--- src/rtl/hazard_ctrl_pkg.sv ---
// Shared types and constants for the pipeline hazard controller.
package hazard_ctrl_pkg;

    typedef logic [4:0] reg_addr_t;

    // Shadow record of one in-flight instruction (EX or MEM).
    typedef struct packed {
        logic      valid;
        reg_addr_t rd;
        logic      reg_write;
        logic      is_load;
    } hazard_entry_t;

    typedef logic [1:0] fwd_sel_t;

    localparam fwd_sel_t FWD_REG   = 2'b00;
    localparam fwd_sel_t FWD_EXMEM = 2'b01;
    localparam fwd_sel_t FWD_MEMWB = 2'b10;

    // Cycle mode, decoded fresh every cycle (no state register).
    typedef enum logic [1:0] {
        ModeRun,
        ModeLuStall,
        ModeFlush,
        ModeMemWait
    } mode_e;

    // The youngest producer wins: EX beats MEM.
    function automatic fwd_sel_t fwd_pick(input logic ex_hit, input logic mem_hit);
        if (ex_hit) begin
            return FWD_EXMEM;
        end else if (mem_hit) begin
            return FWD_MEMWB;
        end
        return FWD_REG;
    endfunction

endpackage

--- src/rtl/hazard_ctrl_if.sv ---
// Decoder/pipeline-facing bundle of the hazard controller.
interface hazard_ctrl_if;
    import hazard_ctrl_pkg::*;

    logic      id_valid;
    reg_addr_t id_rs1;
    reg_addr_t id_rs2;
    logic      id_rs1_used;
    logic      id_rs2_used;
    reg_addr_t id_rd;
    logic      id_reg_write;
    logic      id_is_load;
    logic      ex_branch_taken;
    logic      mem_stall_req;

    logic      pc_en;
    logic      if_id_en;
    logic      id_ex_en;
    logic      if_id_flush;
    logic      id_ex_flush;
    fwd_sel_t  fwd_a_sel;
    fwd_sel_t  fwd_b_sel;

    // Pipeline side: presents decode fields, consumes controls.
    modport master (
        output id_valid, id_rs1, id_rs2, id_rs1_used, id_rs2_used,
        output id_rd, id_reg_write, id_is_load, ex_branch_taken, mem_stall_req,
        input  pc_en, if_id_en, id_ex_en, if_id_flush, id_ex_flush, fwd_a_sel, fwd_b_sel
    );

    // Hazard controller side.
    modport slave (
        input  id_valid, id_rs1, id_rs2, id_rs1_used, id_rs2_used,
        input  id_rd, id_reg_write, id_is_load, ex_branch_taken, mem_stall_req,
        output pc_en, if_id_en, id_ex_en, if_id_flush, id_ex_flush, fwd_a_sel, fwd_b_sel
    );

endinterface

--- src/rtl/hazard_ctrl_reg_match.sv ---
// Compares one source operand against one shadow entry.
module hazard_ctrl_reg_match
    import hazard_ctrl_pkg::*;
(
    input  hazard_entry_t entry,
    input  reg_addr_t     addr,
    input  logic          used,
    output logic          hit,
    output logic          load_hit
);

    logic match;

    // x0 never matches: it is hardwired and never forwards or stalls.
    assign match    = used && entry.valid && (entry.rd != '0) && (addr == entry.rd);
    assign hit      = match && entry.reg_write;
    assign load_hit = match && entry.is_load;

endmodule

--- src/rtl/hazard_ctrl.sv ---
// Load-use stall, branch flush and operand-forward control beside the ID stage.
module hazard_ctrl
    import hazard_ctrl_pkg::*;
#(
    parameter int unsigned CNT_W = 16
) (
    input  logic             clk,
    input  logic             rst,
    hazard_ctrl_if.slave     bus,
    output logic [CNT_W-1:0] bubble_cnt,
    output logic [CNT_W-1:0] flush_cnt
);

    hazard_entry_t    ex_q, ex_d, mem_q, mem_d;
    fwd_sel_t         fwd_a_q, fwd_a_d, fwd_b_q, fwd_b_d;
    logic [CNT_W-1:0] bubble_q, bubble_d, flush_q, flush_d;
    mode_e            mode;

    logic rs1_ex_hit, rs1_ex_load, rs1_mem_hit, rs1_mem_load;
    logic rs2_ex_hit, rs2_ex_load, rs2_mem_hit, rs2_mem_load;
    logic lu;

    hazard_ctrl_reg_match u_rs1_ex (
        .entry(ex_q), .addr(bus.id_rs1), .used(bus.id_rs1_used),
        .hit(rs1_ex_hit), .load_hit(rs1_ex_load)
    );
    hazard_ctrl_reg_match u_rs2_ex (
        .entry(ex_q), .addr(bus.id_rs2), .used(bus.id_rs2_used),
        .hit(rs2_ex_hit), .load_hit(rs2_ex_load)
    );
    hazard_ctrl_reg_match u_rs1_mem (
        .entry(mem_q), .addr(bus.id_rs1), .used(bus.id_rs1_used),
        .hit(rs1_mem_hit), .load_hit(rs1_mem_load)
    );
    hazard_ctrl_reg_match u_rs2_mem (
        .entry(mem_q), .addr(bus.id_rs2), .used(bus.id_rs2_used),
        .hit(rs2_mem_hit), .load_hit(rs2_mem_load)
    );

    // A load in MEM is already forwardable, so only the EX load can stall.
    logic unused_mem_load;
    assign unused_mem_load = rs1_mem_load ^ rs2_mem_load;

    assign lu = bus.id_valid && (rs1_ex_load || rs2_ex_load);

    function automatic logic [CNT_W-1:0] sat_inc(input logic [CNT_W-1:0] v);
        return (v == '1) ? v : v + CNT_W'(1'b1);
    endfunction

    // Mode decode: a frozen pipeline outranks the branch, the branch outranks the stall.
    always_comb begin
        if (bus.mem_stall_req) begin
            mode = ModeMemWait;
        end else if (bus.ex_branch_taken) begin
            mode = ModeFlush;
        end else if (lu) begin
            mode = ModeLuStall;
        end else begin
            mode = ModeRun;
        end
    end

    // State register: shadow, forward selects and counters.
    always_ff @(posedge clk or posedge rst) begin
        if (rst) begin
            ex_q     <= '0;
            mem_q    <= '0;
            fwd_a_q  <= FWD_REG;
            fwd_b_q  <= FWD_REG;
            bubble_q <= '0;
            flush_q  <= '0;
        end else begin
            ex_q     <= ex_d;
            mem_q    <= mem_d;
            fwd_a_q  <= fwd_a_d;
            fwd_b_q  <= fwd_b_d;
            bubble_q <= bubble_d;
            flush_q  <= flush_d;
        end
    end

    // Next-state: the shadow advances unless memory freezes the pipeline.
    always_comb begin
        ex_d     = ex_q;
        mem_d    = mem_q;
        fwd_a_d  = fwd_a_q;
        fwd_b_d  = fwd_b_q;
        bubble_d = bubble_q;
        flush_d  = flush_q;
        unique case (mode)
            ModeMemWait: ;
            ModeFlush: begin
                mem_d   = ex_q;
                ex_d    = '0;
                fwd_a_d = FWD_REG;
                fwd_b_d = FWD_REG;
                flush_d = sat_inc(flush_q);
            end
            ModeLuStall: begin
                mem_d    = ex_q;
                ex_d     = '0;
                fwd_a_d  = FWD_REG;
                fwd_b_d  = FWD_REG;
                bubble_d = sat_inc(bubble_q);
            end
            ModeRun: begin
                mem_d   = ex_q;
                ex_d    = '{valid:     bus.id_valid,
                            rd:        bus.id_rd,
                            reg_write: bus.id_reg_write,
                            is_load:   bus.id_is_load};
                fwd_a_d = fwd_pick(rs1_ex_hit, rs1_mem_hit);
                fwd_b_d = fwd_pick(rs2_ex_hit, rs2_mem_hit);
            end
            default: ;
        endcase
    end

    // Outputs: enables/flushes are combinational and forced quiet during reset.
    always_comb begin
        bus.pc_en       = 1'b0;
        bus.if_id_en    = 1'b0;
        bus.id_ex_en    = 1'b0;
        bus.if_id_flush = 1'b0;
        bus.id_ex_flush = 1'b0;
        if (!rst) begin
            unique case (mode)
                ModeMemWait: ;
                ModeFlush: begin
                    bus.pc_en       = 1'b1;
                    bus.if_id_en    = 1'b1;
                    bus.id_ex_en    = 1'b1;
                    bus.if_id_flush = 1'b1;
                    bus.id_ex_flush = 1'b1;
                end
                ModeLuStall: begin
                    bus.id_ex_en    = 1'b1;
                    bus.id_ex_flush = 1'b1;
                end
                ModeRun: begin
                    bus.pc_en    = 1'b1;
                    bus.if_id_en = 1'b1;
                    bus.id_ex_en = 1'b1;
                end
                default: ;
            endcase
        end
    end

    assign bus.fwd_a_sel = fwd_a_q;
    assign bus.fwd_b_sel = fwd_b_q;
    assign bubble_cnt    = bubble_q;
    assign flush_cnt     = flush_q;

endmodule

--- src/flat_wrapper.sv ---
// flat-port wrapper written by rule: the top's interface ports become plain ports
module hazard_ctrl_flat import hazard_ctrl_pkg::*;
#(
    parameter int unsigned CNT_W = 16
)
  (clk, rst, bubble_cnt, flush_cnt, bus_id_valid, bus_id_rs1, bus_id_rs2, bus_id_rs1_used, bus_id_rs2_used, bus_id_rd, bus_id_reg_write, bus_id_is_load, bus_ex_branch_taken, bus_mem_stall_req, bus_pc_en, bus_if_id_en, bus_id_ex_en, bus_if_id_flush, bus_id_ex_flush, bus_fwd_a_sel, bus_fwd_b_sel);
  hazard_ctrl_if bus_i ();
  input  logic clk;
  input  logic rst;
  output logic [CNT_W-1:0] bubble_cnt;
  output logic [CNT_W-1:0] flush_cnt;
  input wire logic [$bits(bus_i.id_valid)-1:0] bus_id_valid;
  input wire logic [$bits(bus_i.id_rs1)-1:0] bus_id_rs1;
  input wire logic [$bits(bus_i.id_rs2)-1:0] bus_id_rs2;
  input wire logic [$bits(bus_i.id_rs1_used)-1:0] bus_id_rs1_used;
  input wire logic [$bits(bus_i.id_rs2_used)-1:0] bus_id_rs2_used;
  input wire logic [$bits(bus_i.id_rd)-1:0] bus_id_rd;
  input wire logic [$bits(bus_i.id_reg_write)-1:0] bus_id_reg_write;
  input wire logic [$bits(bus_i.id_is_load)-1:0] bus_id_is_load;
  input wire logic [$bits(bus_i.ex_branch_taken)-1:0] bus_ex_branch_taken;
  input wire logic [$bits(bus_i.mem_stall_req)-1:0] bus_mem_stall_req;
  output wire logic [$bits(bus_i.pc_en)-1:0] bus_pc_en;
  output wire logic [$bits(bus_i.if_id_en)-1:0] bus_if_id_en;
  output wire logic [$bits(bus_i.id_ex_en)-1:0] bus_id_ex_en;
  output wire logic [$bits(bus_i.if_id_flush)-1:0] bus_if_id_flush;
  output wire logic [$bits(bus_i.id_ex_flush)-1:0] bus_id_ex_flush;
  output wire logic [$bits(bus_i.fwd_a_sel)-1:0] bus_fwd_a_sel;
  output wire logic [$bits(bus_i.fwd_b_sel)-1:0] bus_fwd_b_sel;
  assign bus_i.id_valid = bus_id_valid;
  assign bus_i.id_rs1 = bus_id_rs1;
  assign bus_i.id_rs2 = bus_id_rs2;
  assign bus_i.id_rs1_used = bus_id_rs1_used;
  assign bus_i.id_rs2_used = bus_id_rs2_used;
  assign bus_i.id_rd = bus_id_rd;
  assign bus_i.id_reg_write = bus_id_reg_write;
  assign bus_i.id_is_load = bus_id_is_load;
  assign bus_i.ex_branch_taken = bus_ex_branch_taken;
  assign bus_i.mem_stall_req = bus_mem_stall_req;
  assign bus_pc_en = bus_i.pc_en;
  assign bus_if_id_en = bus_i.if_id_en;
  assign bus_id_ex_en = bus_i.id_ex_en;
  assign bus_if_id_flush = bus_i.if_id_flush;
  assign bus_id_ex_flush = bus_i.id_ex_flush;
  assign bus_fwd_a_sel = bus_i.fwd_a_sel;
  assign bus_fwd_b_sel = bus_i.fwd_b_sel;
  hazard_ctrl #(.CNT_W(CNT_W)) u_core (.clk(clk), .rst(rst), .bus(bus_i), .bubble_cnt(bubble_cnt), .flush_cnt(flush_cnt));
endmodule
--- config.mk ---
export PLATFORM = sky130hd
export DESIGN_NAME = hazard_ctrl_flat
export DESIGN_NICKNAME = d
export VERILOG_FILES = /design/src/rtl/hazard_ctrl_pkg.sv /design/src/rtl/hazard_ctrl_if.sv /design/src/rtl/hazard_ctrl_reg_match.sv /design/src/rtl/hazard_ctrl.sv /design/src/flat_wrapper.sv
export SDC_FILE = /design/constraint.sdc
export NUM_CORES = 1
export LEC_CHECK = 0
export BUFFER_PORTS_ARGS = -buffer_cell sky130_fd_sc_hd__clkbuf_2
export CAP_MARGIN = 20
export CORE_ASPECT_RATIO = 1.2
export CORE_MARGIN = 2
export CORE_UTILIZATION = 50
export DETAILED_ROUTE_END_ITERATION = 10
export GPL_TIMING_DRIVEN = 1
export PLACE_DENSITY = 0.8
export RECOVER_POWER = 100
export SLEW_MARGIN = 10
export SYNTH_ARGS = -nofsm -noshare
export SYNTH_HDL_FRONTEND = slang
export SYNTH_HIERARCHICAL = 1
export SYNTH_SLANG_ARGS = --single-unit
--- constraint.sdc ---
create_clock -name clk -period 4.8 [get_ports clk]
set_input_delay 0.72 -clock clk [delete_from_list [all_inputs] [get_ports clk]]
set_output_delay 0.72 -clock clk [all_outputs]
set_load 0.005 [all_outputs]
-- Word level (Yosys, flattened, before mapping)
Index checks and enable logic that the tools add are counted.
- flip-flop bits (word level): 51
- input port bits: 24
- output and inout bits: 41
- word-level logic and storage cells: 78
- $add $sub $neg: 2
- equality and inequality tests: 8
- multiplexer cells: 26
- bitwise operators: 2
- reductions and logical operators: 29
- operators with widths (cell ; number):
    $add 16x1->16 const B ; 2
    $eq 16x16->1 const B ; 2
    $eq 5x5->1 ; 4
    $logic_and 1x1->1 ; 19
    $mux 2 ; 8
    $pmux 8 s2 ; 1
    $mux 1 ; 15
    $reduce_bool 5->1 ; 2
    $pmux 2 s2 ; 2
    $reduce_and 2->1 ; 2
    $reduce_or 2->1 ; 2
    $reduce_or 3->1 ; 1
    $eq 2x1->1 const B ; 1
    $eq 2x2->1 const B ; 1
    $logic_not 2->1 ; 1
    $not 1->1 ; 2
    $reduce_bool 2->1 ; 1
    $logic_or 1x1->1 ; 1

-- Longest topological paths before layout
Gate-level depths: netlist of run 1.
- depth in word-level cells: 13
- depth in mapped cells: 10
- depth with buffers taken out: 10

-- Hierarchy
The synthesis of run 1 kept the hierarchy.
- by module, submodules not included (module ; times used ; cells an instance ; area an instance (um^2)):
    hazard_ctrl ; 1 ; 208 ; 2437.3
    hazard_ctrl_reg_match ; 4 ; 16 ; 101.3

-- Worst setup path before layout of run 1
Ideal clock, no wire load.
- path type: input -> output
- start point: input bus_id_rs2[3]
- end point: output bus_id_ex_en
- arrival time: 2.379 ns
- setup slack: 1.701 ns
- stages on the path: 8
- path buffers: 1
- path through: nor2b_1 > a2111o_1 > nor4_1 > nor2_1 > o21bai_1 > ha_1 > clkbuf_1 > nor2_1
- longest elaborated chain between the ends: 12
- elaborated cells between the ends (all ways): 14
- those cells by class: 3 x eq/ne; 5 x mux; 6 x reduce/logical
- ends and longest elaborated chain (item ; RTL line ; text):
    start, declared ; flat_wrapper.sv:14 ; input wire logic [$bits(bus_i.id_rs2)-1:0] bus_id_rs2;
    $eq 5x5->1 (*) ; hazard_ctrl_reg_match.sv:15 ; assign match = used && entry.valid && (entry.rd != '0) && (addr == entry.rd);
    $logic_and 1x1->1 (*) ; hazard_ctrl_reg_match.sv:15 ;
    $logic_and 1x1->1 (*) ; hazard_ctrl_reg_match.sv:17 ; assign load_hit = match && entry.is_load;
    net u_core.rs2_ex_load ; hazard_ctrl.sv:20 ; logic rs2_ex_hit, rs2_ex_load, rs2_mem_hit, rs2_mem_load;
    $logic_or 1x1->1 (*) ; hazard_ctrl.sv:44 ; assign lu = bus.id_valid && (rs1_ex_load || rs2_ex_load);
    $logic_and 1x1->1 (*) ; hazard_ctrl.sv:44 ;
    $mux 1 (*) ; hazard_ctrl.sv:56 ; end else if (lu) begin
    $mux 2 (*) ; hazard_ctrl.sv:54 ; end else if (bus.ex_branch_taken) begin
    $mux 2 (*) ; hazard_ctrl.sv:52 ; if (bus.mem_stall_req) begin
    $eq 2x1->1 (tied with other cells) ; hazard_ctrl.sv:127 ; unique case (mode)
    $reduce_or 3->1 (no line) (*) ; -- ;
    $mux 1 (*) ; hazard_ctrl.sv:127 ;
    $mux 1 (*) ; hazard_ctrl.sv:126 ; if (!rst) begin
    end, declared ; flat_wrapper.sv:24 ; output wire logic [$bits(bus_i.id_ex_en)-1:0] bus_id_ex_en;
Mark *: on every way through the listed nets, which the timed path passes. The rest lies on a longest branch.

-- Final worst setup path of run 1
- start point: input bus_id_rs1[3]
- end point: register u_core.fwd_a_q[1] (netlist: u_core/bus.fwd_a_sel[1])
- longest elaborated chain between the ends: 11
- elaborated cells between the ends (all ways): 23
- those cells by class: 4 x eq/ne; 9 x mux; 10 x reduce/logical
- ends and longest elaborated chain (item ; RTL line ; text):
    start, declared ; flat_wrapper.sv:13 ; input wire logic [$bits(bus_i.id_rs1)-1:0] bus_id_rs1;
    $eq 5x5->1 (*) ; hazard_ctrl_reg_match.sv:15 ;
    $logic_and 1x1->1 (*) ; hazard_ctrl_reg_match.sv:15 ;
    $logic_and 1x1->1 (*) ; hazard_ctrl_reg_match.sv:17 ;
    net u_core.rs1_ex_load ; hazard_ctrl.sv:19 ; logic rs1_ex_hit, rs1_ex_load, rs1_mem_hit, rs1_mem_load;
    $logic_or 1x1->1 (*) ; hazard_ctrl.sv:44 ;
    $logic_and 1x1->1 (*) ; hazard_ctrl.sv:44 ;
    $mux 1 (*) ; hazard_ctrl.sv:56 ;
    $mux 2 (*) ; hazard_ctrl.sv:54 ;
    $mux 2 (*) ; hazard_ctrl.sv:52 ;
    $eq 2x1->1 or $eq 2x2->1 (tied branches) ; hazard_ctrl.sv:90 ; unique case (mode)
    $reduce_or 2->1 (no line) ; -- ;
    $pmux 2 s2 or $reduce_bool 2->1 (tied branches) ; -- ;
    end signal, assigned ; hazard_ctrl.sv:75 ; fwd_a_q <= fwd_a_d;
    end, declared ; hazard_ctrl.sv:15 ; fwd_sel_t fwd_a_q, fwd_a_d, fwd_b_q, fwd_b_d;
Mark *: on every way through the listed nets, which the timed path passes. The rest lies on a longest branch. The select of a mux whose other input is x is not followed.
A chain may end at the register's enable or synchronous reset.

==> results of run 1 <==
-- metrics by stage --
stage                     utilization, %  cells
final                              60.33    398
after floorplan                        -    266
after detailed placement           59.44    389
after CTS                          61.18    397
after global placement             59.44    389
after global routing               60.33    398
-- area by class of cell --
| cell class | count | share of cell area (%) |
|---|---|---|
| inverter | 13 | 1.516 |
| sequential | 51 | 39.66 |
| clock inverter | 3 | 0.7387 |
| clock buffer | 5 | 2.138 |
| multi-input combinational | 198 | 44.05 |
| timing repair buffer | 66 | 9.487 |
| tap | 62 | 2.411 |
-- worst reg2reg max path, cell delays in order, from the launching register on --
cell      delay [ns]
dfrtp_1         0.50
nor2b_1         0.09
a2111o_1        0.41
nor4_1          0.27
nor2_1          0.07
o21bai_1        0.27
ha_1            0.25
clkbuf_1        0.67
nor2b_1         0.39
a32o_1          0.36
-- routing by layer --
metal | global-route usage, % | vias to the layer above
li1 | - | 1110
met1 | 27.69 | 1131
met2 | 34.45 | 54
met3 | 3.290 | 10
met4 | 8.062 | 0
met5 | 0 | -
-- registers in the layout (all words and copies together) (netlist names) --
| signal | count |
|---|---|
| u_core/bubble_cnt | 16 |
| u_core/flush_cnt | 16 |
| u_core/ex_q | 8 |
| u_core/mem_q | 7 |
| u_core/bus.fwd_a_sel | 2 |
| u_core/bus.fwd_b_sel | 2 |
-- placed cells by master (no fill, tap or decap), types with 2 or more instances in the layout --
cell type and instances:
dfrtp_1 51, clkbuf_2 46, nor2_1 21, clkbuf_1 19, nand2_1 17, xor2_1 15
xnor2_1 14, nand3_1 13, inv_1 13, nor4_1 12, mux2_2 11, nor2b_1 11
a22o_1 10, nand4_1 9, nor3_1 7, nand2b_1 7, clkbuf_8 5, ha_1 5
o221ai_1 4, a2111o_1 4, or4_1 4, nor3b_1 3, a21oi_1 3, clkinvlp_4 2
and4_1 2, o21ai_0 2, and3_1 2, nand4b_1 2, and2_1 2, a41oi_1 2
a32o_1 2
-- power by group --
| part | leakage, nW | switching, mW | internal, mW |
|---|---|---|---|
| sequential | 0.689 | 0.0775 | 0.477 |
| clock | 0.0408 | 0.145 | 0.104 |
| combinational | 0.800 | 0.0956 | 0.0923 |
-- how the worst max path moves through the flow --
stage	startpoint	end	slack [ns]	cells after the start
after floorplan	bus_id_rs2[3]	bus_id_ex_en	1.70	8
after global placement	bus_id_rs2[3]	bus_id_ex_flush	1.47	10
after detailed placement	bus_id_rs1[3]	bus_id_ex_flush	1.43	10
after CTS	bus_id_rs1[3]	bus_id_ex_flush	1.42	10
after global routing	bus_id_rs1[3]	u_core/bus.fwd_b_sel[1]	0.99	10
final	bus_id_rs1[3]	u_core/bus.fwd_a_sel[1]	1.34	10
==> flow_summary.json, run 1 <==
{
  "ir_drop_uv": 221.1,
  "boundaryPins": 65,
  "clock_latency_ns": 0.30,
  "layout_setup_ws_ns": 1.341,
  "place.gp.congestion": 0.9288,
  "r2r_cells": 9,
  "p_leak_nw": 1.530,
  "routedWlPerCell_um": 15.54,
  "worstSetupEndpointType": "flop",
  "num-nets-final": 364,
  "netlist_instances": 266,
  "cap_viol_max_count": 2,
  "port_buffers": 64,
  "hp-class": "in2async",
  "pwr_density_cell_nw_per_um2": 308.2,
  "drt_pass1_iterations": 4,
  "fillers": 516,
  "seq_area_um2": 1276,
  "clkTransAtPathRegs_ns": 0.10,
  "rsz0062_at_grt": "no",
  "fmax_mhz": 289.1,
  "wl_met3_um": 260,
  "routed_via_density": 5.791,
  "hold_violations": 0,
  "rows": 29,
  "initial_core_util_pct": 52.19,
  "post-cts-setup-buffer-count": 0,
  "grt_pass1_wl_um": 10360,
  "critPathRequiredTime_ns": 4.99,
  "totalWireLength_um": 6186,
  "drcViolationCount": 0,
  "drive_above_1_share_pct": 21.13,
  "syn_nets": 295,
  "cp-start-kind": "input port",
  "dp_hpwl_um": 4660,
  "hold_ws_ns": 0.4920,
  "finalSetupTns_ns": 0,
  "outcome": "finished, violations left",
  "syn_area_per_cell_um2": 10.47,
  "die_area_um2": 6183,
  "critical_path_class": "in2reg",
  "violations": "max-capacitance violations, max-slew violations",
  "worstPathArrival_ns": 3.65,
  "critPathMaxStageDelay_ns": 0.67,
  "cts_tree": "done",
  "placed_cell_area_um2": 3171,
  "path_buf_inv": 2,
  "antenna_cells": 0,
  "core-area_um2": 5334,
  "drt_iter0_markers": 101,
  "slew_viol_final": 51,
  "skew_ns": 0.009607,
  "critical_path.top_delay_family": "compound AO/OA/AOI/OAI gates",
  "path_cells": "clkbuf_1, nor2b_1, a2111o_1, nor4_1, nor2_1, o21bai_1, ha_1, clkbuf_1, nor2b_1, a32o_1",
  "multiInputGateArea_um2": 1418,
  "htree_levels": 2,
  "syn_to_final_growth_pct": 15.60,
  "wl_met2_um": 3077,
  "grt_max_degree": 52,
  "cp_max_fo": 20,
  "setup_viol": 0,
  "fin_crit_sh_pct": 72.07,
  "r2r_start": "u_core/ex_q[5]",
  "cts_resized": 0,
  "highest_layer": "met4",
  "final.min_clock_period_ns": 3.460,
  "worstMarginPinSlew_ns": 2.084,
  "slew_headroom_pct": -38.92,
  "antenna_found_initial": 0,
  "numCtsBuffers": 5,
  "ant_nets": 0,
  "grt_pass1_vias": 2187,
  "met1Wirelength_um": 2727,
  "yosys_warnings": 6,
  "synth_area_um2": 2784,
  "cts_num_sinks": 51,
  "reg2reg_slack_ns": 1.40,
  "finalInstanceArea_um2": 3218,
  "crit_slowest_cell": "clkbuf_1",
  "p_total_mw": 0.9918,
  "vias": 2305,
  "ctsHoldBuffers": 0,
  "reg2reg_to": "u_core/bus.fwd_a_sel[1]",
  "globalRouteOverflowTotal": 0,
  "grtUsageTotal_pct": 20.94,
  "die_width_um": 72.12,
  "root_buffer": "clkbuf_8",
  "fp.dieH_um": 85.74,
  "preCtsSetupSlack_ns": 1.430,
  "clockBufferDepth": 2
}
(Power assumes the default switching activity.)
==> run 2, diff against run 1 <==
--- a/config.mk
+++ b/config.mk
@@ -9,10 +9,10 @@
 export CAP_MARGIN = 20
 export CORE_ASPECT_RATIO = 1.2
 export CORE_MARGIN = 2
-export CORE_UTILIZATION = 50
+export CORE_UTILIZATION = 49
 export DETAILED_ROUTE_END_ITERATION = 10
 export GPL_TIMING_DRIVEN = 1
-export PLACE_DENSITY = 0.8
+export PLACE_DENSITY = 0.81
 export RECOVER_POWER = 100
 export SLEW_MARGIN = 10
 export SYNTH_ARGS = -nofsm -noshare
==> constraint.sdc (replaced) <==
create_clock -name clk -period 3.13 [get_ports clk]
set_input_delay 0.4695 -clock clk [delete_from_list [all_inputs] [get_ports clk]]
set_output_delay 0.4695 -clock clk [all_outputs]
set_load 0.005 [all_outputs]
==> run 2 against run 1 <==
Against the previous run:
- the flow still finishes with violations (max-capacitance violations, max-slew violations)
- wire length rose by 1.2%
- flip-flop and latch count did not move
- combinational power rose by 57%
- design area rose by 2.4%
- critical path depth did not move
- clock power rose by 94%
==> flow_summary.json, run 2 (synthesis gave the netlist of run 1 again) <==
{
  "grt_pass1_vias": 2066,
  "cp_max_fo": 8,
  "globalRouteOverflowTotal": 0,
  "routedWlPerCell_um": 15.53,
  "critPathRequiredTime_ns": 2.66,
  "cts_num_sinks": 51,
  "p_leak_nw": 1.589,
  "drive_above_1_share_pct": 25.66,
  "die_area_um2": 6303,
  "drt_pass1_iterations": 4,
  "critPathMaxStageDelay_ns": 0.45,
  "grt_pass1_wl_um": 9784,
  "boundaryPins": 65,
  "grt_max_degree": 52,
  "clkTransAtPathRegs_ns": 0.09,
  "fin_cells": 403,
  "ant_nets": 0,
  "crit_slowest_cell": "dfrtp_2",
  "layout_commonest_cell": "clkbuf_2",
  "final.min_clock_period_ns": 2.998,
  "cts_tree": "done",
  "fin_crit_sh_pct": 95.77,
  "critical_path.top_delay_family": "simple AND/OR/NAND/NOR gates",
  "skew_ns": 0.008643,
  "core-area_um2": 5555,
  "drt_iter0_markers": 99,
  "numCtsBuffers": 5,
  "syn_to_final_growth_pct": 18.34,
  "ctsHoldBuffers": 0,
  "pwr_density_cell_nw_per_um2": 494.2,
  "initial_core_util_pct": 50.11,
  "htree_levels": 2,
  "path_buf_inv": 3,
  "mostFrequentLayoutCells": "53 x clkbuf_2, 48 x dfrtp_1, 20 x nor2_1",
  "layout_setup_ws_ns": 0.1323,
  "totalWireLength_um": 6259,
  "clock_latency_ns": 0.31,
  "routed_via_density": 5.792,
  "ir_drop_uv": 308.6,
  "worstMarginPinSlew_ns": 1.490,
  "slew_viol_final": 1,
  "critical_path_class": "reg2out",
  "cp-start-kind": "flop",
  "antenna_found_initial": 0,
  "rows": 30,
  "hold_violations": 0,
  "path_cells": "nor2b_1, a2111o_1, nor4_1, nor2_1, o21bai_1, buf_4, inv_1, ha_1, nor2b_1, clkbuf_2",
  "die_width_um": 72.81,
  "port_buffers": 64,
  "preCtsSetupSlack_ns": 0.2801,
  "vias": 2334,
  "num-nets-final": 367,
  "drcViolationCount": 0,
  "fp.dieH_um": 86.57,
  "setup_viol": 0,
  "violations": "max-capacitance violations, max-slew violations",
  "crit_top_cell": "nor2b_1",
  "hp-class": "in2reg",
  "grtUsageTotal_pct": 19.92,
  "fmax_mhz": 333.6,
  "worstPathArrival_ns": 2.53,
  "clockBufferDepth": 2,
  "slew_headroom_pct": -0.2675,
  "root_buffer": "clkbuf_8",
  "outcome": "finished, violations left",
  "rsz0062_at_grt": "yes",
  "place.gp.congestion": 0.9144,
  "dp_hpwl_um": 4588,
  "dp_cells": 393,
  "worstSetupEndpointType": "output pin",
  "cap_viol_max_count": 1,
  "antenna_cells": 0
}
run 2: metrics by stage:
stage	hold slack [ns]	setup TNS, ns	utilization [%]	total power, mW	cell area [µm²]
global placement	0.4768	0	57.39	1.161	3188
finish	0.3742	0	59.30	1.628	3294
global route	0.3707	-0.005160	59.30	1.725	3294
detailed placement	0.4876	0	57.39	1.176	3188
CTS	0.3670	0	59.57	1.666	3309
floorplan	0.4849	0	-	1.021	2784
run 2: worst paths after layout:
path / startpoint / to / slack, ns / depth (start not counted)
worst max-delay path: u_core/ex_q[5] / bus_id_ex_flush / 0.13 / 10
worst min-delay path: bus_id_rd[1] / u_core/ex_q[3] / 0.37 / 2
worst max register to register: u_core/ex_q[5] / u_core/bus.fwd_b_sel[1] / 0.31 / 9
worst min register to register: u_core/bus.fwd_a_sel[1] / u_core/bus.fwd_a_sel[1] / 0.50 / 1
max in group asynchronous: rst / u_core/ex_q[3] / 0.90 / 3
min in group asynchronous: rst / u_core/bubble_cnt[8] / 0.51 / 2
run 2: where the power goes:
part / internal (mW) / switching, mW
clock network: 0.263 / 0.218
registers: 0.732 / 0.119
logic: 0.147 / 0.148
total: 1.14 / 0.486
run 2: worst register-to-register path: stages (launching register included):
cell	delay, ns
dfrtp_2	0.47
or4_1	0.56
nor2_2	0.11
nor4_1	0.06
nor2_1	0.13
o21bai_1	0.10
buf_4	0.15
ha_1	0.21
nor2b_1	0.70
a32o_1	0.27
run 2: layout make-up:
| type | count | area, µm² |
|---|---|---|
| Timing Repair Buffer | 69 | 340.3 |
| Clock buffer | 6 | 82.58 |
| Clock inverter | 2 | 38.79 |
| Sequential cell | 51 | 1280 |
| Multi-Input combinational cell | 198 | 1424 |
| Inverter | 13 | 48.80 |
| Tap cell | 64 | 80.08 |
| Fill cell | 479 | 2261 |
run 2: layer usage:
layer / GRT usage (%) / vias to the layer above / wire length (µm)
met5: 0 / - / 0
met3: 4.884 / 14 / 355
met4: 7.744 / 0 / 142
met1: 25.06 / 1134 / 2714
li1: - / 1110 / -
met2: 32.89 / 76 / 3046
run 2: timing repair:
item / 4_1_cts / 5_1_grt
buffers inserted: 0 / 1
setup endpoints to repair: 0 / 2
gates resized for setup: 0 / 4
